File: src/rtl/tick_gen_multi.sv
// Multi-channel programmable tick generator. Each channel counts down from its
// period and emits a one-cycle tick on expiry, either periodically or once.
module tick_gen_multi #(
  parameter int unsigned WIDTH = 16,
  parameter int unsigned NCH   = 4,
  localparam int unsigned CHW  = (NCH > 1) ? $clog2(NCH) : 1
) (
  input  logic             clk,
  input  logic             rst,
  input  logic             en,
  input  logic             cfg_we,
  input  logic [CHW-1:0]   cfg_ch,
  input  logic [WIDTH-1:0] cfg_period,
  input  logic             cfg_oneshot,
  input  logic             cfg_start,
  input  logic             cfg_stop,
  output logic [NCH-1:0]   tick,
  output logic [NCH-1:0]   busy,
  output logic [NCH-1:0]   done
);

  typedef enum logic [1:0] {StIdle, StRun, StDone} state_e;

  state_e           state_q  [NCH];
  state_e           state_d  [NCH];
  logic [WIDTH-1:0] period_q [NCH];
  logic [WIDTH-1:0] period_d [NCH];
  logic [WIDTH-1:0] count_q  [NCH];
  logic [WIDTH-1:0] count_d  [NCH];
  logic             mode_q   [NCH];
  logic             mode_d   [NCH];
  logic             tick_q   [NCH];
  logic             tick_d   [NCH];

  always_ff @(posedge clk) begin
    if (rst) begin
      for (int i = 0; i < NCH; i++) begin
        state_q[i]  <= StIdle;
        period_q[i] <= '0;
        count_q[i]  <= '0;
        mode_q[i]   <= 1'b0;
        tick_q[i]   <= 1'b0;
      end
    end else begin
      for (int i = 0; i < NCH; i++) begin
        state_q[i]  <= state_d[i];
        period_q[i] <= period_d[i];
        count_q[i]  <= count_d[i];
        mode_q[i]   <= mode_d[i];
        tick_q[i]   <= tick_d[i];
      end
    end
  end

  always_comb begin
    for (int i = 0; i < NCH; i++) begin
      logic hit;
      logic step;
      state_d[i]  = state_q[i];
      period_d[i] = period_q[i];
      count_d[i]  = count_q[i];
      mode_d[i]   = mode_q[i];
      tick_d[i]   = 1'b0;
      // Out-of-range cfg_ch never matches any i, so such writes are dropped.
      hit  = cfg_we && (cfg_ch == CHW'(i));
      step = (state_q[i] == StRun) && en && !(hit && (cfg_start || cfg_stop));
      if (hit) begin
        period_d[i] = cfg_period;
        mode_d[i]   = cfg_oneshot;
        if (cfg_stop) begin
          state_d[i] = StIdle;
          count_d[i] = '0;
        end else if (cfg_start) begin
          state_d[i] = StRun;
          count_d[i] = cfg_period;
        end
      end
      if (step) begin
        if (count_q[i] == '0) begin
          // Reload from the pre-write period so a same-cycle plain write waits.
          tick_d[i]  = 1'b1;
          count_d[i] = period_q[i];
          if (mode_q[i]) state_d[i] = StDone;
        end else begin
          count_d[i] = count_q[i] - 1'b1;
        end
      end
    end
  end

  always_comb begin
    for (int i = 0; i < NCH; i++) begin
      tick[i] = tick_q[i];
      busy[i] = (state_q[i] == StRun);
      done[i] = (state_q[i] == StDone);
    end
  end

endmodule
File: config.mk
export PLATFORM = sky130hd
export DESIGN_NAME = tick_gen_multi
export DESIGN_NICKNAME = d
export VERILOG_FILES = /design/src/rtl/tick_gen_multi.sv
export SDC_FILE = /design/constraint.sdc
export NUM_CORES = 1
export LEC_CHECK = 0
export ABC_AREA = 1
export BUFFER_PORTS_ARGS = -buffer_cell sky130_fd_sc_hd__buf_2
export CORE_MARGIN = 1
export CORE_UTILIZATION = 39
export CTS_CLUSTER_DIAMETER = 30
export DETAILED_ROUTE_END_ITERATION = 10
export PLACE_DENSITY_LB_ADDON = 0.2
export SETUP_SLACK_MARGIN = 0.5
export SYNTH_ARGS = -nofsm -noshare
export SYNTH_HDL_FRONTEND = slang
export SYNTH_SLANG_ARGS = --single-unit
File: constraint.sdc
create_clock -name clk -period 1.45 [get_ports clk]
set_input_delay 0.0725 -clock clk [delete_from_list [all_inputs] [get_ports clk]]
set_output_delay 0.0725 -clock clk [all_outputs]
set_load 0.03 [all_outputs]
[Word-level counts from Yosys, hierarchy flattened]
Memories as Yosys holds them, arrays and structs flattened.
Cells that the tools add are included.
Cells by class
  add/sub/neg operators: 4
  $mul: 0
  divide/modulo/power cells: 0
  $lt $le $gt $ge: 0
  equality and inequality tests: 11
  shift operators: 0
  mux-type cells: 83
  bitwise gates (word level): 20
  reduce and logical (&&, ||, !) cells: 26
Operator list (number)
  two-way mux 16 bit: 32
  zero test 16 bit: 4
  subtractor 16 x 1 -> 16 bit (second input constant): 4
  two-way mux 2 bit: 28
  two-way mux 1 bit: 23
  bitwise OR 1 bit: 20
  logical AND 1 bit: 16
  == test 2 bit (second input constant): 6
  == test 2 x 1 -> 1 bit (second input constant): 5
  zero test 1 bit: 4
  zero test 2 bit: 1
  logical OR 1 bit: 1
Word-level totals
  register bits: 0
  bits in latches: 0
  memory bits (writable): 144
  ROM bits: 0
  input port bits: 25
  output and inout port bits: 12
  word-level logic and storage cells: 149
  memories: 5
Memory list
  count_q: depth 4, width 16, read ports 4, clocked after Yosys merged registers in 0, wr ports 4, line 28  | logic [WIDTH-1:0] count_q [NCH];
  period_q: depth 4, width 16, read ports 4, clocked after Yosys merged registers in 0, wr ports 4, line 26  | logic [WIDTH-1:0] period_q [NCH];
  state_q: depth 4, width 2, read ports 4, clocked after Yosys merged registers in 0, wr ports 4, line 24  | state_e state_q [NCH];
  mode_q: depth 4, width 1, read ports 4, clocked after Yosys merged registers in 0, wr ports 4, line 30  | logic mode_q [NCH];
  tick_q: depth 4, width 1, read ports 4, clocked after Yosys merged registers in 0, wr ports 4, line 32  | logic tick_q [NCH];

[Depth between registers and ports, before layout]
  word-level depth: 7
  gate-level depth with buffers: 11

[Worst setup path before layout]
OpenSTA, ideal clock, no wires.
  kind: register to register
  from: memory state_q[0][6] in the netlist's numbering
  to: memory count_q[3][1]
  setup time: 0.119 ns
  arrival time: 1.655 ns
  required time: 1.331 ns
  path slack: -0.324 ns
  cell stages (with the launch flop): 10
  cell sequence: dfxtp_1 > inv_1 > nor2_1 > nand2_1 > inv_2 > nand2_2 > a21oi_1 > nand2_1 > o21ai_1 > nor2_1
RTL lines (line)
  from (decl): 24
  to (decl): 28

==> run_results.csv <==
group,metric,value,unit
outcome,status,"complete, but fails checks",
outcome,violations,"setup timing",
synth,synth.net_count,1409,
power,static-leakage-power,0.00600,uW
drt,vias,9961,
finish,areaGrowthSynthToFinish,51.7,%
sta,skew,0.0142,ns
setup_path,r2r_cells,8,
worst_hold_path,hold_class,"in2reg",
synth,seq_area_frac_synth,33.6,%
clocking,clock_latency,0.43,ns
sta,worstMarginPinSlew,0.451,ns
setup_path,setup.worst_path.end_class,"flop",
finish,antenna_cells,0,
synth,synth.largest_area_cell,"dfxtp_1",
clocking,clk_pin_slew,0.06,ns
sta,finalHoldViolCount,0,
setup_path,regToRegEndpoint,"state_q[0][2]",
finish,fin_util,61.2,%
drt,wl_per_cell,17.3,microns
setup_path,arrival,1.79,ns
finish,fin_nets,1616,
global_route,track_usage,28.5,%
global_route,grt_pass1_wl,49300,microns
synth,async_flop_share,0,%
sta,finalCritPeriodShare,101,%
sta,rsz0062_at_grt,"yes",
clocking,root_buffer,"clkbuf_16",
power,power_density,1060,nW/um^2
setup_path,required,1.77,ns
sta,period_needed,1.46,ns
setup_path,reg2reg_slack,-0.01,ns
die,rows,53,
global_route,grt_antenna_before_repair,0,
drt,avgViaCountPerCell,5.33,
die,die_w,150,microns
placed_design,post-place-ws,-0.0345,ns
global_route,grt.overflow.total,0,
synth,syn-instance-count,1376,
synth,synth.top_cell.area_share,33.6,%
synth,yosys_warnings,0,
sta,slew-limit-headroom,69.8,%
synth,ys_seq_elements,144,
setup_path,crit_chain,"inv_4 -> ha_4 -> inv_2 -> nor3_2 -> nand3_2 -> nor2_4 -> nand2_2 -> and3_1",
die,coreArea,21300,sq um
power,peakVddDrop,0.000745,V
die,die-area,22600,sq um
sta,setup_slack,-0.0128,ns
global_route,grt_pass1_vias,9179,
placed_design,globalplace.congestion,0.934,
job,maxCapViolCount,0,
clocking,cts.path.max_buffers,2,
synth,synth.distinct_cells,36,
setup_path,crit_fanout,4,
sta,finalSetupViolCount,1,
drt,drt_wl_total,32300,microns
placed_design,io_buffers,36,
placed_design,place_hpwl,22300,microns
setup_path,r2r-start,"count_q[1][1]",
setup_path,crit_type,"reg2reg",
finish,nFillCells,1860,
synth,synth.top_cells.by_area,"dfxtp_1, nand2_1, inv_1",
global_route,grt_max_degree,53,
clocking,numCtsBuffers,17,
drt,drt_pass1_iterations,5,
drt,drtIter0Drc,795,
sta,max_freq,684,MHz
synth,synthesis.area,8580,sq um
setup_path,crit_end,"state_q[0][2]",
synth,synth_common_cells,"nand2_1, inv_1, dfxtp_1",
synth,synth_area_per_cell,6.24,sq um
setup_path,worstSetupStartpointType,"flop",
clocking,cts_tree,"done",
sta,drv_slew,0,
drt,ant_nets,0,
synth,yosysMostFrequentCell,"nand2_1",
die,die_y,150,microns
die,ioPinCount,37,
setup_path,crit_path_top_delay_cell,"dfxtp_4",
synth,synth_edf_count,0,
synth,ys.flop_type,"dfxtp_1",
setup_path,critPathLaunch,"count_q[1][1]",
clocking,htree_levels,4,
finish,drive_gt1_share,41.8,%
drt,drc_errors,0,
clocking,clock-sinks,144,
setup_path,slowest_delay,0.36,ns
die,start_util,40.3,%
==> flip-flops by register name, summed over array words and instances, names as in the netlist <==
signal    flops
period_q     64
tick_q        4
state_q       8
count_q      64
mode_q        4
==> logic make-up after synthesis <==
logic type / count (synthesis) / share of synthesized area, %
simple gates: 633 / 32.5
flops: 144 / 33.6
buf+inv: 263 / 12.3
xor+xnor: 15 / 1.53
fa+ha+maj: 8 / 1.17
compound gates: 313 / 18.9
==> cell usage in the layout, fill, tap and decap left out, types with 36 or more instances in the layout <==
cell type	instances
nand3_1	68
buf_6	42
dfxtp_2	36
nor2_1	71
o21ai_1	56
nand3_2	54
a21oi_2	36
a21oi_1	93
o21ai_0	92
inv_2	43
nand2_1	211
dfxtp_1	101
buf_4	148
nor2_4	55
nor2_2	36
nand2_2	60
inv_1	154
==> timing repair <==
action                                  4_1_cts  5_1_grt
hold endpoints to repair                     17        0
resized for setup                           216      179
gates cloned                                  1        2
endpoints found under the setup margin       88       88
pin swaps                                   117       96
setup buffers                                22       17
hold buffers                                 11        0
==> power by group <==
group	leakage (uW)	internal, uW	switching, uW	total (uW)
logic	0.00452	1970	2740	4710
registers	0.00120	4160	171	4330
clock network	0.000289	2910	1820	4730
total	0.00600	9050	4730	13800
==> worst min path at each step <==
stage | start | end | slack, ns | cells after the start
final | cfg_period[2] | period_q[3][2] | 0.0001 | 3
after global routing | cfg_period[11] | period_q[1][11] | 0.01 | 3
after CTS | cfg_period[2] | period_q[3][2] | 0.002 | 3
after detailed placement | cfg_period[1] | period_q[0][1] | 0.38 | 3
after global placement | cfg_period[10] | period_q[0][10] | 0.37 | 3
after floorplan | cfg_oneshot | mode_q[2] | 0.21 | 2
==> layout make-up <==
class	count	area (sq um)	share of cell area, %
Inverter	208	813	6.25
Clock inverter	10	161	1.24
Tap cell	275	344	2.64
Sequential cell	144	2950	22.7
Multi-Input combinational cell	969	6110	46.9
Clock buffer	21	450	3.46
Timing Repair Buffer	243	2190	16.8
==> stage by stage <==
step	hold slack, ns	TNS, ns	instance area, sq um	power, uW	std cells
after global routing	0.0105	-1.80	13000	14400	1870
final	0.000108	-0.0128	13000	13800	1870
after CTS	0.00231	0	12200	13200	1851
after global placement	0.373	-0.117	10500	7960	1786
after detailed placement	0.379	-0.178	10500	7980	1786
after floorplan	0.207	0	9060	6750	1376
==> worst max-delay path, delay by kind of cell (launching register included) <==
kind / cells / cell delay, ns
flops: 1 / 0.36
buf+inv: 2 / 0.10
fa+ha+maj: 1 / 0.15
simple gates: 5 / 0.74
==> metal layers <==
| metal | global-route usage, % | vias to the layer above | wire [microns] |
|---|---|---|---|
| met5 | 0 | - | 0 |
| met4 | 9.14 | 0 | 855 |
| met3 | 3.88 | 70 | 1980 |
| met2 | 46.0 | 376 | 15100 |
| met1 | 39.0 | 4653 | 14400 |
| li1 | - | 4862 | - |
No activity file was read; power rests on OpenSTA's default activity.
